<file path="config.mk">
export PLATFORM = sky130hd
export DESIGN_NAME = mul_arbiter
export DESIGN_NICKNAME = d
export VERILOG_FILES = /design/src/rtl/sid_defs.sv /design/src/rtl/mult32x16.sv /design/src/rtl/rr_arbiter.sv /design/src/rtl/mul_arbiter.sv
export SDC_FILE = /design/constraint.sdc
export NUM_CORES = 2
export LEC_CHECK = 0
export CAP_MARGIN = 20
export CORE_MARGIN = 2
export CORE_UTILIZATION = 65
export DETAILED_ROUTE_END_ITERATION = 16
export DONT_BUFFER_PORTS = 1
export GPL_ROUTABILITY_DRIVEN = 0
export PLACE_DENSITY_LB_ADDON = 0.2
export RECOVER_POWER = 25
export SYNTH_ARGS = -nofsm -noshare
export SYNTH_HDL_FRONTEND = slang
export SYNTH_SLANG_ARGS = --single-unit
</file>
<file path="constraint.sdc">
create_clock -name clk -period 15 [get_ports clk]
set_input_delay 3 -clock clk [delete_from_list [all_inputs] [get_ports clk]]
set_output_delay 3 -clock clk [all_outputs]
set_load 0.02 [all_outputs]
</file>
<file path="src/rtl/sid_defs.sv">
// Shared constants for the multiplier-sharing block: operand/product widths,
// default requester count, multiplier latency, and requester-id width helper.
package sid_defs;
    localparam int MUL_LAT_DEF = 2;
    localparam int NREQ_DEF    = 3;
    localparam int A_W         = 32;
    localparam int B_W         = 16;
    localparam int P_W         = 32;
    localparam int FRAC_W      = 16;

    function automatic int id_w(input int n);
        return (n > 1) ? $clog2(n) : 1;
    endfunction
endpackage

</file>
<file path="src/rtl/mult32x16.sv">
// Two-stage signed 32 x unsigned 16 multiplier; product is scaled down by 16
// fractional bits and truncated to 32 bits. The output register holds between products.
module mult32x16
    import sid_defs::*;
(
    input  logic           clk,
    input  logic           iRstN,
    input  logic           iEn,
    input  logic [A_W-1:0] iA,
    input  logic [B_W-1:0] iB,
    output logic [P_W-1:0] oP
);
    localparam int FULL_W = A_W + B_W + 1;

    logic              en_q, en_d;
    logic [A_W-1:0]    a_q, a_d;
    logic [B_W-1:0]    b_q, b_d;
    logic [P_W-1:0]    p_q, p_d;
    logic [FULL_W-1:0] full;
    logic              unused_hi;
    logic [FRAC_W-1:0] unused_lo;
    logic [P_W-1:0]    p_mul;

    always_comb begin
        en_d = iEn;
        a_d  = iEn ? iA : a_q;
        b_d  = iEn ? iB : b_q;
        // B is zero-extended so it always counts as a positive coefficient
        full = $signed({{(B_W + 1){a_q[A_W-1]}}, a_q}) * $signed({{A_W{1'b0}}, 1'b0, b_q});
        {unused_hi, p_mul, unused_lo} = full;
        p_d  = en_q ? p_mul : p_q;
    end

    always_ff @(posedge clk) begin
        if (!iRstN) begin
            en_q <= 1'b0;
            a_q  <= '0;
            b_q  <= '0;
            p_q  <= '0;
        end else begin
            en_q <= en_d;
            a_q  <= a_d;
            b_q  <= b_d;
            p_q  <= p_d;
        end
    end

    assign oP = p_q;
endmodule

</file>
<file path="src/rtl/rr_arbiter.sv">
// Rotating-priority arbiter: searches requests upward from the pointer with wrap
// and returns a one-hot grant plus the winner's index.
module rr_arbiter #(
    parameter int N  = 3,
    parameter int IW = 2
) (
    input  logic [N-1:0]  req,
    input  logic [IW-1:0] ptr,
    output logic [N-1:0]  gnt,
    output logic [IW-1:0] gnt_id,
    output logic          any
);
    always_comb begin : search
        int idx;
        gnt    = '0;
        gnt_id = '0;
        any    = 1'b0;
        idx    = 0;
        for (int i = 0; i < N; i++) begin
            idx = (int'(ptr) + i) % N;
            if (!any && req[idx]) begin
                any         = 1'b1;
                gnt[idx]    = 1'b1;
                gnt_id      = IW'(idx);
            end
        end
    end
endmodule

</file>
<file path="src/rtl/mul_arbiter.sv">
// Shares one mult32x16 between NREQ requesters: round-robin grant with optional
// lock, operand mux into the multiplier, and an id tag pipe aligned to its latency.
module mul_arbiter
    import sid_defs::*;
#(
    parameter int NREQ    = NREQ_DEF,
    parameter int MUL_LAT = MUL_LAT_DEF
) (
    input  logic              clk,
    input  logic              iRstN,
    input  logic [NREQ-1:0]   iReq,
    input  logic [NREQ-1:0]   iLock,
    input  logic [NREQ*32-1:0] iA,
    input  logic [NREQ*16-1:0] iB,
    output logic [NREQ-1:0]   oGnt,
    output logic [NREQ-1:0]   oValid,
    output logic [31:0]       oOut
);
    localparam int IW = id_w(NREQ);

    logic [A_W-1:0] a_arr [NREQ];
    logic [B_W-1:0] b_arr [NREQ];

    genvar gi;
    generate
        for (gi = 0; gi < NREQ; gi++) begin : g_unpack
            assign a_arr[gi] = iA[A_W*gi +: A_W];
            assign b_arr[gi] = iB[B_W*gi +: B_W];
        end
    endgenerate

    logic [IW-1:0]   ptr_q, ptr_d;
    logic            owner_vld_q, owner_vld_d;
    logic [IW-1:0]   owner_q, owner_d;
    logic            tag_vld_q [MUL_LAT];
    logic            tag_vld_d [MUL_LAT];
    logic [IW-1:0]   tag_id_q  [MUL_LAT];
    logic [IW-1:0]   tag_id_d  [MUL_LAT];

    logic [NREQ-1:0] rr_gnt;
    logic [IW-1:0]   rr_id;
    logic            rr_any;
    logic            lock_hit;
    logic            issue;
    logic [NREQ-1:0] gnt;
    logic [IW-1:0]   gnt_id;
    logic [A_W-1:0]  mux_a;
    logic [B_W-1:0]  mux_b;

    rr_arbiter #(
        .N  (NREQ),
        .IW (IW)
    ) u_rr (
        .req    (iReq),
        .ptr    (ptr_q),
        .gnt    (rr_gnt),
        .gnt_id (rr_id),
        .any    (rr_any)
    );

    always_comb begin
        lock_hit = owner_vld_q && iReq[owner_q] && iLock[owner_q];
        gnt      = '0;
        gnt_id   = owner_q;
        issue    = 1'b0;
        // Grants are suppressed while reset is asserted so nothing is issued
        if (iRstN) begin
            if (lock_hit) begin
                gnt[owner_q] = 1'b1;
                issue        = 1'b1;
            end else if (rr_any) begin
                gnt    = rr_gnt;
                gnt_id = rr_id;
                issue  = 1'b1;
            end
        end

        mux_a = a_arr[gnt_id];
        mux_b = b_arr[gnt_id];

        ptr_d       = ptr_q;
        owner_d     = owner_q;
        owner_vld_d = 1'b0;
        if (issue) begin
            ptr_d       = (gnt_id == IW'(NREQ - 1)) ? '0 : gnt_id + IW'(1);
            owner_d     = gnt_id;
            owner_vld_d = iLock[gnt_id];
        end

        tag_vld_d[0] = issue;
        tag_id_d[0]  = gnt_id;
        for (int i = 1; i < MUL_LAT; i++) begin
            tag_vld_d[i] = tag_vld_q[i-1];
            tag_id_d[i]  = tag_id_q[i-1];
        end
    end

    always_ff @(posedge clk) begin
        if (!iRstN) begin
            ptr_q       <= '0;
            owner_q     <= '0;
            owner_vld_q <= 1'b0;
            for (int i = 0; i < MUL_LAT; i++) begin
                tag_vld_q[i] <= 1'b0;
                tag_id_q[i]  <= '0;
            end
        end else begin
            ptr_q       <= ptr_d;
            owner_q     <= owner_d;
            owner_vld_q <= owner_vld_d;
            for (int i = 0; i < MUL_LAT; i++) begin
                tag_vld_q[i] <= tag_vld_d[i];
                tag_id_q[i]  <= tag_id_d[i];
            end
        end
    end

    always_comb begin
        oValid = '0;
        if (tag_vld_q[MUL_LAT-1]) begin
            oValid[tag_id_q[MUL_LAT-1]] = 1'b1;
        end
    end

    assign oGnt = gnt;

    mult32x16 u_mul (
        .clk   (clk),
        .iRstN (iRstN),
        .iEn   (issue),
        .iA    (mux_a),
        .iB    (mux_b),
        .oP    (oOut)
    );
endmodule

</file>
==> results by group <==
Run
  • Max-Cap Viols: 0

Synthesis
  • Synth Net Count: 3292
  • Syn Inst Count: 2542
  • Post-synth EDFFs: 0
  • Synth Area per Inst: 8.619 um2
  • Post-synthesis register bit count: 91
  • FFs w/ async S/R, synth: 0%
  • Yosys top cell area share: 44.04%
  • Synth warn: 0
  • Register area share after synthesis: 8.315%
  • Ranking of synthesized cells by area: fa_1, inv_1, dfxtp_1
  • Post-synth top cells: inv_1, fa_1, nand2_1
  • Most common cell in the netlist: inv_1
  • Leading area contributor after synthesis: fa_1
  • Cell variety after synth: 76
  • Mapped Area: 0.02191 mm2
  • Top_reg_cell synth: dfxtp_1

Timing
  • FMAX: 121.3 MHz
  • Fin Setup TNS: 0 ps
  • Tmin final: 8245 ps
  • Slew margin rel.: 31.30%
  • Final setup violating endpoints: 0
  • Worst slew pin tran: 1030 ps
  • Clk_skew: 32.29 ps
  • Slew Viols, Final: 0
  • Final period util: 54.97%
  • Unrepaired setup endpoints after global routing: false
  • Final hold viol count: 0

Clock tree
  • Post-CTS Setup Bufs: 0
  • Clock sinks: 91
  • Hold Buf Count CTS: 0
  • Post-CTS Resized: 0
  • H-tree Lvls: 3
  • Root buf cell: clkbuf_16
  • Clock transition at path regs: 70 ps
  • Clock buffer count from CTS: 9
  • CTS tree: built
  • Clk_lat worst skew: 410 ps
  • Max clock buf depth: 2

Setup path
  • Critical Path Start Type: input port
  • Worst path arrival time: 5240 ps
  • Worst-path fanout max: 47
  • Crit end category: output pin
  • Worst EP required: 12000 ps
  • Crit path kind: in2out

GRT
  • Antenna violations before repair: 0
  • Largest net degree at the start of global routing: 51
  • Vias in the first global route: 18900
  • Gr ovfl total: 0
  • First-pass GRT wire length: 95100 um
  • Tot GR Track Use: 34.54%

Die
  • Core area: 0.03336 mm2
  • Die height: 187.6 um
  • Chip Width: 187.6 um
  • Initial Util: 65.66%
  • Full die area: 0.03519 mm2
  • # rows: 67
  • I/O pins: 190

Cells and area
  • Final net count: 3190
  • Share of cells above drive strength 1: 2.331%
  • Area Overhead vs Synth: 2.364%
  • Layout fillers: 2783
  • Diode count: 0

Placement
  • DP HPWL: 43260 um
  • Port Buf Inserts: 0

Detailed routing
  • Post-DRT Antenna Nets: 0
  • Avg WL per Cell: 19.67 um
  • Final wirelength: 56910 um
  • Residual DRC: 0
  • Vias: 17050
  • DR iter-0 viols: 1023
  • Avg Vias per Cell: 5.892
  • First-pass DRT Iterations: 6

Outcome
  • Status: complete, no violations

Worst hold path
  • Worst Hold Class: reg2reg
-- kinds of logic after synthesis --
family	count (synthesis)	share of synthesized area [%]
compound gates	285	9.109
xor+xnor	27	1.079
fa+ha+maj	599	50.72
buf+inv	718	12.52
flops	91	8.315
mux	13	0.5997
simple gates	809	17.65
-- critical path: stages --
cell and delay (ps):
nor2_1 50, maj3_2 300, a21oi_1 310, or2_2 650
nand2_1 270, inv_1 160, nand2_1 70, a21oi_1 420
-- sequential cells by signal (all words and copies together) (netlist names) --
name         count
u_mul.a_q       32
tag_vld_q        2
owner_q          2
owner_vld_q      1
tag_id_q         4
u_mul.oP        32
u_mul.b_q       16
ptr_q            2
-- through the flow --
stage	cell area (um2)	utilization (%)	instances	worst slack [ps]	hold slack (ps)
4_1_cts	22410	67.17	2892	6797	449.0
3_3_place_gp	22070	66.15	2875	6885	417.0
2_1_floorplan	21910	-	2542	7539	411.9
3_5_place_dp	22080	66.17	2876	6801	425.7
5_1_grt	22430	67.22	2893	6568	466.0
6_report	22430	67.22	2893	6755	443.2
-- final timing paths --
path                              from                         to  slack, ps  depth (start not counted)
max                            iReq[1]                    oGnt[0]       6760                          8
min          tag_id_q[0][0]$_SDFF_PN0_  tag_id_q[0][2]$_SDFF_PN0_        440                          1
max reg2reg  u_mul.b_q[4]$_SDFFE_PN0P_  u_mul.oP[29]$_SDFFE_PN0P_       7810                         20
min reg2reg  tag_id_q[0][0]$_SDFF_PN0_  tag_id_q[0][2]$_SDFF_PN0_        440                          1
-- area by class of cell --
class / instances / area (um2) / share of cell area (%)
flip-flops and latches: 91 / 1826 / 8.140
clock inverters: 6 / 93.84 / 0.4184
clock buffers: 10 / 239.0 / 1.066
well taps: 448 / 560.5 / 2.499
multi-input cells: 1733 / 17360 / 77.40
inverters: 586 / 2200 / 9.808
repair buffers: 19 / 150.1 / 0.6695
-- layer usage --
layer  share of wire (%)  vias up  routed length, um  track usage, %
met4                 5.3        0               3013           18.08
met3                 6.7      214               3795           6.064
met1                  37     8697              21300           41.16
li1                    -     7410                  -               -
met2                  51      726              28800           60.10
met5                   0        -                  0               0
-- layout by cell type (no fill, tap or decap), drive strengths merged, types with 45 or more instances in the layout --
master	n
fa	482
dfxtp	91
nand2	435
ha	116
a21oi	61
a21o	45
and2	240
inv	588
o21ai	52
nor2	53
Power is not shown: default switching activity piles up to over one toggle a cycle in this logic, so the estimate is an artifact.
